<file path="src/rtl/gpio_in.sv">
// gpio_in: eight asynchronous input pins, each passed through a 2-flop
// synchronizer and a per-pin debounce counter. The debounced state and
// sticky rise/fall flags are exposed on a simple CPU register bus.
module gpio_in #(
  parameter logic [31:0] BASE_ADDR    = 32'd5004,
  parameter logic [15:0] DEBOUNCE_RST = 16'd4
) (
  input  logic        clk,
  input  logic        rst,
  input  logic [31:0] busAddrIn,
  input  logic [31:0] busDataIn,
  input  logic        busWEIn,
  output logic [31:0] busDataOut,
  input  logic [7:0]  pinsIn
);

  localparam logic [31:0] ADDR_IN   = BASE_ADDR;
  localparam logic [31:0] ADDR_RISE = BASE_ADDR + 32'd4;
  localparam logic [31:0] ADDR_FALL = BASE_ADDR + 32'd8;
  localparam logic [31:0] ADDR_CFG  = BASE_ADDR + 32'd12;

  logic [7:0]  sync1_q;
  logic [7:0]  sync2_q;
  logic [7:0]  deb_q;
  logic [7:0]  deb_d;
  logic [7:0]  rise_q;
  logic [7:0]  rise_d;
  logic [7:0]  fall_q;
  logic [7:0]  fall_d;
  logic [15:0] cfg_q;
  logic [15:0] cfg_d;
  logic [15:0] cnt_q [8];
  logic [15:0] cnt_d [8];

  logic        wr_rise_s;
  logic        wr_fall_s;
  logic        wr_cfg_s;
  logic [7:0]  rise_clr_s;
  logic [7:0]  fall_clr_s;

  // Write decode: a write acts only on an exact 32-bit address match.
  always_comb begin
    wr_rise_s  = busWEIn && (busAddrIn == ADDR_RISE);
    wr_fall_s  = busWEIn && (busAddrIn == ADDR_FALL);
    wr_cfg_s   = busWEIn && (busAddrIn == ADDR_CFG);
    rise_clr_s = wr_rise_s ? busDataIn[7:0] : 8'd0;
    fall_clr_s = wr_fall_s ? busDataIn[7:0] : 8'd0;
  end

  // Per-pin debounce: count consecutive cycles where the synchronized pin
  // differs from the debounced state; accept the new level once the count
  // has reached the threshold, and restart the count on any agreement.
  always_comb begin
    deb_d = deb_q;
    for (int i = 0; i < 8; i++) begin
      cnt_d[i] = cnt_q[i];
      if (sync2_q[i] != deb_q[i]) begin
        if (cnt_q[i] >= cfg_q) begin
          deb_d[i] = sync2_q[i];
          cnt_d[i] = 16'd0;
        end else begin
          cnt_d[i] = cnt_q[i] + 16'd1;
        end
      end else begin
        cnt_d[i] = 16'd0;
      end
    end
  end

  // Sticky edge flags and threshold: a new edge is applied after the W1C
  // mask so that an edge arriving with a clear leaves the flag set.
  always_comb begin
    rise_d = (rise_q & ~rise_clr_s) | (deb_d & ~deb_q);
    fall_d = (fall_q & ~fall_clr_s) | (~deb_d & deb_q);
    cfg_d  = wr_cfg_s ? busDataIn[15:0] : cfg_q;
  end

  // State registers; reset overrides every bus write and debounce update.
  always_ff @(posedge clk) begin
    if (rst) begin
      sync1_q <= 8'd0;
      sync2_q <= 8'd0;
      deb_q   <= 8'd0;
      rise_q  <= 8'd0;
      fall_q  <= 8'd0;
      cfg_q   <= DEBOUNCE_RST;
      for (int i = 0; i < 8; i++) begin
        cnt_q[i] <= 16'd0;
      end
    end else begin
      sync1_q <= pinsIn;
      sync2_q <= sync1_q;
      deb_q   <= deb_d;
      rise_q  <= rise_d;
      fall_q  <= fall_d;
      cfg_q   <= cfg_d;
      for (int i = 0; i < 8; i++) begin
        cnt_q[i] <= cnt_d[i];
      end
    end
  end

  // Read mux: combinational, side-effect free, zero outside the map.
  always_comb begin
    busDataOut = 32'd0;
    case (busAddrIn)
      ADDR_IN:   busDataOut = {24'd0, deb_q};
      ADDR_RISE: busDataOut = {24'd0, rise_q};
      ADDR_FALL: busDataOut = {24'd0, fall_q};
      ADDR_CFG:  busDataOut = {16'd0, cfg_q};
      default:   busDataOut = 32'd0;
    endcase
  end

endmodule

</file>
<file path="config.mk">
export PLATFORM = sky130hd
export DESIGN_NAME = gpio_in
export DESIGN_NICKNAME = d
export VERILOG_FILES = /design/src/rtl/gpio_in.sv
export SDC_FILE = /design/constraint.sdc
export NUM_CORES = 1
export LEC_CHECK = 0
export ABC_CLOCK_PERIOD_IN_PS = 2520
export CORE_MARGIN = 2
export CORE_UTILIZATION = 35
export CTS_BUF_LIST = sky130_fd_sc_hd__clkbuf_2 sky130_fd_sc_hd__clkbuf_4 sky130_fd_sc_hd__clkbuf_8
export DETAILED_ROUTE_END_ITERATION = 7
export GPL_ROUTABILITY_DRIVEN = 0
export MAX_ROUTING_LAYER = met4
export SETUP_SLACK_MARGIN = 0.05
export SLEW_MARGIN = 20
export SYNTH_ARGS = -nofsm -noshare
export SYNTH_HDL_FRONTEND = slang
export SYNTH_SLANG_ARGS = --single-unit
</file>
<file path="constraint.sdc">
create_clock -name clk -period 2.52 [get_ports clk]
set_input_delay 0.504 -clock clk [delete_from_list [all_inputs] [get_ports clk]]
set_output_delay 0.504 -clock clk [all_outputs]
set_load 0.05 [all_outputs]
</file>
==> summary.md <==
| Metric | Value |
|---|---|
| Status | `complete, but fails checks` |
| Failing checks | `setup timing` |
| CP startpoint kind | `primary input` |
| Hold Path Class | `in -> reg` |
| Commonest cells after routing, fill and taps aside | `nor2_1, dfxtp_1, ha_1` |
| DRC | `0` |
| Clock net sink count | `around 180` |
| Vias per inst | `around 5` |
| Critical Path Source | `busAddrIn[10]` |
| TritonCTS clock tree | `built` |
| Core footprint | `a little under 30,000 µm²` |
| CP max FO | `8` |
| Post-synth EDFFs | `0` |
| Worst slew pin tran | `around 660 ps` |
| Fin crit share | `106%` |
| Worst setup EP type | `output port` |
| Pwr Total | `roughly 0.0053 W` |
| Final setup violation count | `15` |
| Max VDD drop | `296 µV` |
| Ys async rst share | `0%` |
| Inst Count DP | `approximately 1,700` |
| Hold Crit Start | `rst` |
| Total GRT Usage | `18.5%` |
| Post-DP HPWL | `19,700 µm` |
| Clock-pin slew on the worst setup and hold paths | `100 ps` |
| Primary FF master, synth | `dfxtp_1` |
| Flop and latch count out of synthesis | `184` |
| NetSw | `~0.0013 W` |
| Final Skew | `roughly 16 ps` |
| Mapped Cells | `1,220` |
| Peak Freq | `around 380 MHz` |
| Crit path DAT | `~2200 ps` |
| Initial Util | `about 36%` |
| Setup ws final | `-139 ps` |
| Setup CP Type | `in -> out` |
| Reg2reg setup slack | `around 230 ps` |
| Worst R2R End | `cnt_q[1][5]` |
| Synth cell types | `55` |
| # fillers | `~2,900` |
| Worst Hold Path Cells | `2` |
| Clk Latency, worst-skew pair | `490 ps` |
| Final slew viol count | `0` |
| Fraction of layout cells with a size suffix above 1 | `between 10% and 20%` |
| Vias in the first global route | `~8,500` |
| Nets | `between 1,500 and 2,000` |
| # diodes | `0` |
| DRT Pass-1 Iters | `5` |
| R2r worst-path depth | `7` |
| Number of antenna violations at the first check in global routing | `0` |
| Clk pwr share | `between 30% and 40%` |
| Pwr dens | `between 400 and 500 nW/µm²` |
| Clock buffer depth | `2` |
| Largest net degree at the start of global routing | `between 60 and 70` |
| P_int | `roughly 0.004 W` |
| Hold Vio Cnt, Final | `0` |
| Fin cells | `about 1,800` |
| DRT iter0 DRCs | `~580` |
| Worst Path Required | `2020 ps` |
| Register area share after synthesis | `34.8%` |
| Hold EP | `cfg_q[4]` |
| RR Startpoint | `cfg_q[0]` |
| Min cycle time layout | `around 2700 ps` |
| Worst slew margin | `between 50% and 60%` |
| Comb pwr share | `5.1%` |
| Global-route wire length before repair | `about 44,000 µm` |
| Synth warn | `0` |
| Die width | `between 150 and 200 µm` |
| Sw frac | `about 25%` |
| P&R area growth vs syn | `24.1%` |
| ANT nets after route | `0` |
| WL final | `27,300 µm` |
| Unrepaired setup endpoints after global routing | `yes` |
| Root buffer cell | `clkbuf_8` |
| Die Area | `between 30,000 and 40,000 µm²` |
| Max-cap violations | `0` |
| Post-Syn Area per Cell | `slightly below 9 µm²` |
| I/O Buffers | `between 70 and 80` |
| Hold Slack | `305 ps` |
| Htree depth | `4` |
| CTS buffer count | `17` |
| Vias | `approximately 8,800` |
| Grt total ovfl | `0` |
| Mapped cell area | `10,600 µm²` |
| Chip height | `178 µm` |
| Post-CTS Hold Fix Bufs | `0` |
| Row cnt | `63` |
| Sequential share of power | `approximately 55%` |
| Ports | `107` |
| P_leak | `about 5.1 nW` |
| WL per Instance | `between 15 and 20 µm` |
-- synthesized netlist by cell type (3+ instances only) --
cell / count / area, µm²
a2111o_1: 3 / 33.8
a21o_1: 8 / 60.1
a21oi_1: 71 / 355
a31oi_1: 4 / 25.0
a32oi_1: 3 / 26.3
and2_1: 12 / 75.1
and3_1: 22 / 138
and4_1: 16 / 140
buf_2: 7 / 35.0
buf_4: 16 / 120
clkbuf_1: 14 / 52.6
dfxtp_1: 184 / 3680
ha_1: 136 / 1700
inv_1: 45 / 169
mux2i_1: 25 / 250
nand2_1: 106 / 398
nand2b_1: 16 / 100
nand3_1: 52 / 260
nand4_1: 29 / 181
nand4_2: 6 / 75.1
nor2_1: 193 / 724
nor2b_1: 21 / 131
nor3_1: 11 / 55.1
nor3b_1: 5 / 37.5
nor4_1: 4 / 25.0
nor4_2: 4 / 50.1
o211ai_1: 9 / 67.6
o21ai_0: 33 / 165
o21ai_1: 4 / 20.0
o221ai_1: 8 / 70.1
o2bb2ai_1: 4 / 35.0
o31ai_1: 4 / 30.0
xnor2_1: 50 / 438
xor2_1: 63 / 552
-- worst max-delay path, stage by stage --
cell and delay (ps):
buf_6 90, nor4b_4 360, nand4_4 180, nor2_4 180, buf_6 110, nand3b_1 130
buf_12 200, o221ai_2 220, buf_12 170
-- layout make-up --
class,count,area [µm²],share of cell area [%]
clock buffers,20,269,2.05
clock inverters,12,141,1.08
inverters,46,184,1.40
multi-input cells,964,6820,51.9
flip-flops and latches,184,3680,28.0
well taps,390,488,3.71
repair buffers,140,1560,11.9
-- per-layer routing --
layer	vias up	track usage, %	wire length, µm
met5	-	-	0
met4	0	5.46	610
met3	42	2.94	837
met2	140	31.4	13500
met1	4146	22.6	12400
li1	4485	-	-
-- flip-flops by register name (all words and copies together), names as in the netlist --
| register | count |
|---|---|
| rise_q | 8 |
| sync2_q | 8 |
| deb_q | 8 |
| cnt_q | 128 |
| cfg_q | 16 |
| fall_q | 8 |
| sync1_q | 8 |
-- what timing repair did --
action,CTS,global route
endpoints found under the setup margin,16,104
pin swaps,13,8
gates resized for setup,116,14
buffers inserted,6,11
-- through the flow --
stage / util [%] / cell area [µm²] / TNS, ps / setup WS, ps
final: 44.2 / 13100 / -1380 / -139
after global placement: 41.8 / 12400 / -6340 / -414
after CTS: 43.6 / 12900 / -786 / -59.8
after floorplan: - / 10800 / -1180 / -166
after detailed placement: 41.8 / 12400 / -8440 / -456
after global routing: 44.2 / 13100 / -2490 / -195
-- kinds of logic after synthesis --
kind of cell,share of synthesized area (%)
AOI/OAI and AO/OA,9.72
adders and majority gates,16.1
buffers and inverters,3.96
DFF,34.8
muxes,2.36
xor gates and xnor gates,9.34
and+or+nand+nor,23.8
other,0.0354
-- worst max path at each step --
stage / endpoint / slack, ps / cells after the start
finish: busDataOut[5] / -140 / 9
detailed placement: busDataOut[7] / -460 / 8
global placement: busDataOut[7] / -410 / 8
global route: busDataOut[7] / -200 / 9
CTS: busDataOut[7] / -60 / 9
floorplan: busDataOut[0] / -170 / 5
-- power by group through the flow --
stage / sequential (W) / combinational [W] / clock (W)
final: 0.00293 / 0.000273 / 0.00210
after global routing: 0.00293 / 0.000294 / 0.00228
after CTS: 0.00293 / 0.000271 / 0.00216
after detailed placement: 0.00300 / 0.000274 / 0
after global placement: 0.00300 / 0.000272 / 0
after floorplan: 0.00300 / 0.000145 / 0
Note: power is estimated with default switching activity, not from simulation.
